## src/rtl/pwm_pkg.sv

```systemverilog
// Shared constants, FSM state type and write-op encoding for the pwm_multi block.
package pwm_pkg;

  localparam logic [7:0] ASC_0     = 8'h30;
  localparam logic [7:0] ASC_9     = 8'h39;
  localparam logic [7:0] ASC_PLUS  = 8'h2B;
  localparam logic [7:0] ASC_MINUS = 8'h2D;
  localparam logic [7:0] ASC_A     = 8'h61;

  localparam logic [3:0] LVL_MAX = 4'd10;

  typedef enum logic {
    IDLE,
    GOT_CH
  } state_t;

  typedef enum logic [1:0] {
    OP_SET,
    OP_INC,
    OP_DEC
  } wr_op_t;

  function automatic logic ascii_is_digit(input logic [7:0] b);
    return (b >= ASC_0) && (b <= ASC_9);
  endfunction

endpackage

```

## src/rtl/pwm_channel.sv

```systemverilog
// One PWM channel: pending level written by commands, scaled threshold loaded
// at the period boundary, and the registered compare against the shared counter.
module pwm_channel
  import pwm_pkg::*;
#(
  parameter int PERIOD = 50000,
  parameter bit INVERT = 1'b0,
  parameter int CNT_W  = $clog2(PERIOD)
) (
  input  logic             clk,
  input  logic             rst_n,
  input  logic             wr_en,
  input  wr_op_t           wr_op,
  input  logic [3:0]       wr_val,
  input  logic             load,
  input  logic [CNT_W-1:0] cnt,
  output logic             pwm
);

  // One extra bit so a full-period threshold (L=10) is representable.
  localparam int THR_W = CNT_W + 1;
  localparam int STEP  = PERIOD / 10;

  logic [3:0]       lvl_pending;
  logic [3:0]       lvl_active;
  logic [THR_W-1:0] thr;
  logic             active_p1;

  function automatic logic [3:0] lvl_inc(input logic [3:0] l);
    return (l >= LVL_MAX) ? LVL_MAX : l + 4'd1;
  endfunction

  function automatic logic [3:0] lvl_dec(input logic [3:0] l);
    return (l == 4'd0) ? 4'd0 : l - 4'd1;
  endfunction

  // Pending level: updated by commands at any time; last write in a period wins.
  always_ff @(posedge clk or negedge rst_n) begin
    if (!rst_n) begin
      lvl_pending <= 4'd0;
    end else if (wr_en) begin
      case (wr_op)
        OP_INC:  lvl_pending <= lvl_inc(lvl_pending);
        OP_DEC:  lvl_pending <= lvl_dec(lvl_pending);
        default: lvl_pending <= wr_val;
      endcase
    end
  end

  // Active level and its threshold load together on the boundary edge, so the
  // compare never sees a half-updated duty within a period.
  always_ff @(posedge clk or negedge rst_n) begin
    if (!rst_n) begin
      lvl_active <= 4'd0;
      thr        <= '0;
    end else if (load) begin
      lvl_active <= lvl_pending;
      thr        <= THR_W'(lvl_pending) * THR_W'(STEP);
    end
  end

  // Active whenever the threshold is non-zero and the counter is below it;
  // L=0 yields a zero threshold and therefore a constant inactive output.
  assign active_p1 = (lvl_active != 4'd0) && ({1'b0, cnt} < thr);

  // Output register; reset drives the inactive pin level.
  always_ff @(posedge clk or negedge rst_n) begin
    if (!rst_n) begin
      pwm <= INVERT;
    end else begin
      pwm <= active_p1 ^ INVERT;
    end
  end

endmodule

```

## src/rtl/pwm_multi.sv

```systemverilog
// N-channel PWM generator driven by ASCII command byte pairs
// ("<channel letter><digit|+|->"), with duty changes applied at period boundaries.
module pwm_multi
  import pwm_pkg::*;
#(
  parameter int N_CH   = 2,
  parameter int PERIOD = 50000,
  parameter bit INVERT = 1'b0,
  parameter int CNT_W  = $clog2(PERIOD)
) (
  input  logic            clk,
  input  logic            rst_n,
  input  logic            cmd_valid,
  input  logic [7:0]      cmd_data,
  output logic [N_CH-1:0] pwm,
  output logic            period_tick,
  output logic            cmd_err,
  output logic [4:0]      sel_ch
);

  logic [CNT_W-1:0] cnt;
  logic             boundary;
  state_t           state;
  state_t           state_nx;
  logic [4:0]       sel_nx;
  logic             err_nx;
  logic             wr_en;
  wr_op_t           wr_op;
  logic [3:0]       wr_val;
  logic [7:0]       ch_off;
  logic             ch_ok;

  assign boundary    = (cnt == CNT_W'(PERIOD - 1));
  assign period_tick = boundary;

  // Bytes below 'a' wrap to large offsets, so one compare covers both ends.
  assign ch_off = cmd_data - ASC_A;
  assign ch_ok  = (ch_off < 8'(N_CH));

  // Free-running period counter, never disturbed by commands.
  always_ff @(posedge clk or negedge rst_n) begin
    if (!rst_n) begin
      cnt <= '0;
    end else if (boundary) begin
      cnt <= '0;
    end else begin
      cnt <= cnt + 1'b1;
    end
  end

  // Command FSM state, selected channel and error pulse registers.
  always_ff @(posedge clk or negedge rst_n) begin
    if (!rst_n) begin
      state   <= IDLE;
      sel_ch  <= 5'd0;
      cmd_err <= 1'b0;
    end else begin
      state   <= state_nx;
      sel_ch  <= sel_nx;
      cmd_err <= err_nx;
    end
  end

  // Next-state decode; only cmd_valid cycles move the FSM or write a level.
  always_comb begin
    state_nx = state;
    sel_nx   = sel_ch;
    err_nx   = 1'b0;
    wr_en    = 1'b0;
    wr_op    = OP_SET;
    wr_val   = cmd_data[3:0];
    if (cmd_valid) begin
      case (state)
        IDLE: begin
          if (ch_ok) begin
            sel_nx   = ch_off[4:0];
            state_nx = GOT_CH;
          end else begin
            err_nx = 1'b1;
          end
        end
        GOT_CH: begin
          if (ascii_is_digit(cmd_data)) begin
            wr_en    = 1'b1;
            wr_op    = OP_SET;
            state_nx = IDLE;
          end else if (cmd_data == ASC_PLUS) begin
            wr_en    = 1'b1;
            wr_op    = OP_INC;
            state_nx = IDLE;
          end else if (cmd_data == ASC_MINUS) begin
            wr_en    = 1'b1;
            wr_op    = OP_DEC;
            state_nx = IDLE;
          end else if (ch_ok) begin
            sel_nx = ch_off[4:0];
          end else begin
            err_nx   = 1'b1;
            state_nx = IDLE;
          end
        end
        default: state_nx = IDLE;
      endcase
    end
  end

  for (genvar i = 0; i < N_CH; i++) begin : g_ch
    pwm_channel #(
      .PERIOD (PERIOD),
      .INVERT (INVERT),
      .CNT_W  (CNT_W)
    ) u_ch (
      .clk    (clk),
      .rst_n  (rst_n),
      .wr_en  (wr_en && (sel_ch == 5'(i))),
      .wr_op  (wr_op),
      .wr_val (wr_val),
      .load   (boundary),
      .cnt    (cnt),
      .pwm    (pwm[i])
    );
  end

endmodule

```

## config.mk

```make
export PLATFORM = sky130hd
export DESIGN_NAME = pwm_multi
export DESIGN_NICKNAME = d
export VERILOG_FILES = /design/src/rtl/pwm_pkg.sv /design/src/rtl/pwm_channel.sv /design/src/rtl/pwm_multi.sv
export SDC_FILE = /design/constraint.sdc
export NUM_CORES = 1
export LEC_CHECK = 0
export ABC_AREA = 1
export CAP_MARGIN = 20
export CORE_MARGIN = 5
export CORE_UTILIZATION = 60
export DETAILED_ROUTE_END_ITERATION = 6
export GPL_TIMING_DRIVEN = 0
export PLACE_DENSITY = 0.78
export SKIP_CTS_REPAIR_TIMING = 1
export SLEW_MARGIN = 5
export SYNTH_ARGS = -nofsm -noshare
export SYNTH_HDL_FRONTEND = slang
export SYNTH_SLANG_ARGS = --single-unit
```

## constraint.sdc

```tcl
create_clock -name clk -period 3.05 [get_ports clk]
set_input_delay 0.61 -clock clk [delete_from_list [all_inputs] [get_ports clk]]
set_output_delay 0.61 -clock clk [all_outputs]
set_load 0.005 [all_outputs]
```

==> results list <==
- The path class of the tightest hold or removal check is in -> async.
- The region available for standard cell placement spans between 7000 and 8000 um2.
* Rel. slew slack: 48.7%
* Number of synthesized flops with an enable pin: 0
- TritonCTS built the clock tree.
- Clock tree skew after final layout: 12.3 ps
* Global route total overflow: 0
* Vias in the first global route: a little under 4000
- Power per standard cell area: 335 nW/um2
- Final weighted congestion of routability-driven global placement: 0.885
* Count of port buffers added during placement: 18
- For this run, the number of standard cells in the final layout without fillers is 724.
- Register-to-register setup slack: 190 ps
- Placed cell area: 5090 um2
- For the pin with the worst max-slew slack, the measured transition is 769 ps.
- For this design the top-level I/O count stands at 20.
- Summed over all cells, the static leakage comes to 2.99 nW.
- After routing, the total negative slack on setup checks comes to 0 ps.
* WP data arrival: roughly 3100 ps
- # DRC: 0
* Critical Path End: g_ch[0].u_ch.lvl_pending[0]
- Highest-utilization routing layer at the global route stage: met2
- Height of the die: 99.3 um
- Count of routing violations after the opening detailed-route iteration: 232
- Synthesis produced a netlist whose cell count is about 590.
* Number of synthesis warnings: 0
* Std cell rows: 32
* Area occupied by registers: 1480 um2
- The H-tree was split into 3 levels.
- At the worst endpoint, the required time is 3290 ps.
- The number of slew-limit violations in the final report came to 0.
* Number of buffers inserted during clock tree synthesis: 9
- 0 antenna diodes ended up in the layout.
* Clock sink count: 59
- In the global route stage, met1 resource usage came out at 30.8%.
- The initial antenna violation count came to 0.
- Across the VDD grid, the largest voltage drop is 179 uV.
* Status: finished clean
- After detailed placement, the design holds a cell count of 708.
- Post-detailed-route wirelength per cell: 14.6 um
- Destination of the worst register-to-register timing path: g_ch[0].u_ch.thr[15]
- The tree is rooted in a clkbuf_8.
- DRT Wirelength: about 11000 um
- Entering global routing, the biggest net connects 60 pins.
* Highest clock frequency the design can meet: between 0.3 and 0.4 GHz
- In this run the worst path has a maximum fanout of 10.
* Filler instances: between 600 and 700
- Detailed placement ended at an HPWL of approximately 8000 um.
- Type of the setup path with the least slack: in -> reg
* Setup repair after global routing missed its margin: false
- Unique cell type count in the Yosys netlist: 46
* Source-to-sink clock delay at the later pin of the worst-skew pair: 350 ps
* Fraction of final layout cells with drive strength greater than 1: a little under an eighth
- Leading register cell type out of synthesis: dfrtp_1
- The tool flagged a number of max-cap violations equal to 0.
* Share of synthesized area occupied by flip-flops and latches: approximately 31%
- Mean instance size in the synthesized netlist: 8.14 um2
* GR Util met2: 35.7%
* Reg2reg path depth: 13
* Final cycle utilization of the critical path: 94.6%
- Number of iterations in the first detailed-routing pass: 5
- The die covers 9860 um2.
- The total count of hold-check failures in the final report came to 0.
- The most critical setup path has its startpoint at cmd_data[0].
- Crit path time final: ~2900 ps
- Final design area excluding fillers: 5340 um2
- For this run, asynchronously set or reset flops after synthesis account for between 90% and 100%.
- The number of nets handed over by synthesis was 675.
- Number of nets with antenna violations after routing: 0
- The design draws 1.79 mW.
- Total routing resource utilization after global routing: 22.4%
* Mapped Area: 4790 um2
- Global routing consumed, on the met3 layer, 3.65% of the routing resources.
- For this configuration, the core starts out at a cell density of 61.6%.
- Max Buffers Root-to-Sink: 2
- In the final layout, the multi-input gates occupy approximately 2900 um2.
* Vias per std cell: 5.46
- Final cell utilization of the core: 68.7%
- CTS clock-pin slew for the worst setup and hold paths: approximately 70 ps
- The worst setup path is captured at a register.
- R2R Path Start: g_ch[0].u_ch.lvl_pending[2]
- The routed layout has 3954 vias.
- The first global-routing pass estimated 17800 um of wire.
- STA classifies the critical path startpoint as an input port.
- Compared with the post-synthesis result, the final layout area differs by 11.5%.
* Setup violators final: 0
- The floorplan step set the die width to approximately 99 um.
* Layout net count: between 700 and 800
* Register bit total from synthesis: between 50 and 60
cells by family (layout without fill, tap and decap cells):
group	after synthesis	count (layout)	synth area share [%]
AO/OA/AOI/OAI	88	88	11.2
flip-flops	59	59	30.8
AND/OR/NAND/NOR	233	233	23.7
buffers and inverters	110	144	9.39
XOR/XNOR	22	22	4.03
adder cells (fa/ha/maj)	76	76	20.8
Yosys cell counts, drive strengths merged, types with 3 or more instances:
cell	count	area, um2
a21oi	39	244
buf	8	65.1
clkinv	3	12.5
dfrtp	59	1480
fa	6	120
ha	70	876
inv	98	368
nand2	128	490
nand3	22	128
nand3b	6	82.6
nand4	13	109
nor2	46	195
nor3	10	60.1
nor4	3	40.0
o211ai	7	52.6
o21ai	33	176
o22ai	3	18.8
or2	3	18.8
xor2	20	175
final cells by class:
class | count | share of cell area (%)
Sequential cell | 59 | 27.7
Inverter | 101 | 7.13
Timing Repair Buffer | 18 | 3.33
Buffer | 9 | 1.31
Multi-Input combinational cell | 419 | 53.6
Clock inverter | 4 | 1.83
Tap cell | 102 | 2.39
Clock buffer | 12 | 2.72
per-layer routing:
layer | wire length [um] | vias to the layer above
li1 | - | 1961
met1 | 4950 | 1874
met2 | 4990 | 101
met3 | 472 | 18
met4 | 168 | 0
met5 | 0 | -
power by group:
part | internal [mW] | leakage (nW) | switching (mW) | total [mW]
combinational | 0.0389 | 2.07 | 0.0622 | 0.101
sequential | 0.786 | 0.807 | 0.00565 | 0.792
clock | 0.566 | 0.117 | 0.331 | 0.897
total | 1.39 | 2.99 | 0.399 | 1.79
flip-flops by register name, indices dropped and copies added, names as in the netlist:
signal                 cells
g_ch.u_ch.pwm              2
cnt                       16
cmd_err                    1
g_ch.u_ch.lvl_active       6
g_ch.u_ch.lvl_pending      8
state                      1
g_ch.u_ch.thr             20
sel_ch                     5
layout by cell type (no fill, tap or decap), types with 2 or more instances in the layout:
master	netlist	layout
nand4_2	2	2
nand2_1	126	126
clkbuf_8	0	10
nor3_1	8	8
clkdlybuf4s50_1	0	17
o21ai_2	3	3
dfrtp_1	59	59
and3_1	2	2
nand3b_1	3	3
o22ai_1	3	3
a22oi_1	2	2
bufinv_16	0	3
buf_4	3	4
inv_2	8	8
nand4_1	10	10
buf_6	3	3
nor2_1	41	41
nor2_2	3	3
a21oi_2	13	13
o211ai_1	7	7
inv_1	90	90
or2_2	3	3
nor2_4	2	2
nand3b_4	3	3
fa_1	6	6
a21oi_1	26	26
nand3_1	20	20
a21boi_0	2	2
nor3_2	2	2
xor2_1	20	20
o21ai_1	10	10
ha_1	70	70
o21ai_0	20	20
clkbuf_1	1	2
clkinv_1	2	2
xnor2_1	2	2
how the worst min path moves through the flow:
stage / from / endpoint / slack, ps / depth (start not counted)
after CTS: rst_n / g_ch[0].u_ch.lvl_active[2] / 370 / 1
after detailed placement: sel_ch[3] / sel_ch[3] / 470 / 2
after floorplan: rst_n / cmd_err / 310 / 0
final: rst_n / g_ch[0].u_ch.lvl_active[2] / 320 / 1
after global placement: cnt[0] / cnt[0] / 470 / 1
after global routing: rst_n / cnt[2] / 400 / 1
through the flow:
step | worst slack (ps) | hold WS [ps]
final | 165 | 323
after global routing | 28.1 | 402
after CTS | 43.6 | 365
after detailed placement | -115 | 473
after global placement | -555 | 465
after floorplan | 408 | 314
critical path, stage by stage:
cell and delay [ps]:
clkdlybuf4s50_1 530, inv_1 150, ha_1 270, nand2_1 120, o211ai_1 120, nand2_1 100
nand4_1 120, ha_1 410, clkinv_1 240, o211ai_1 160, o21ai_0 140, nand2_1 100
nand2_1 50
Power figures use the tool's default switching activity.
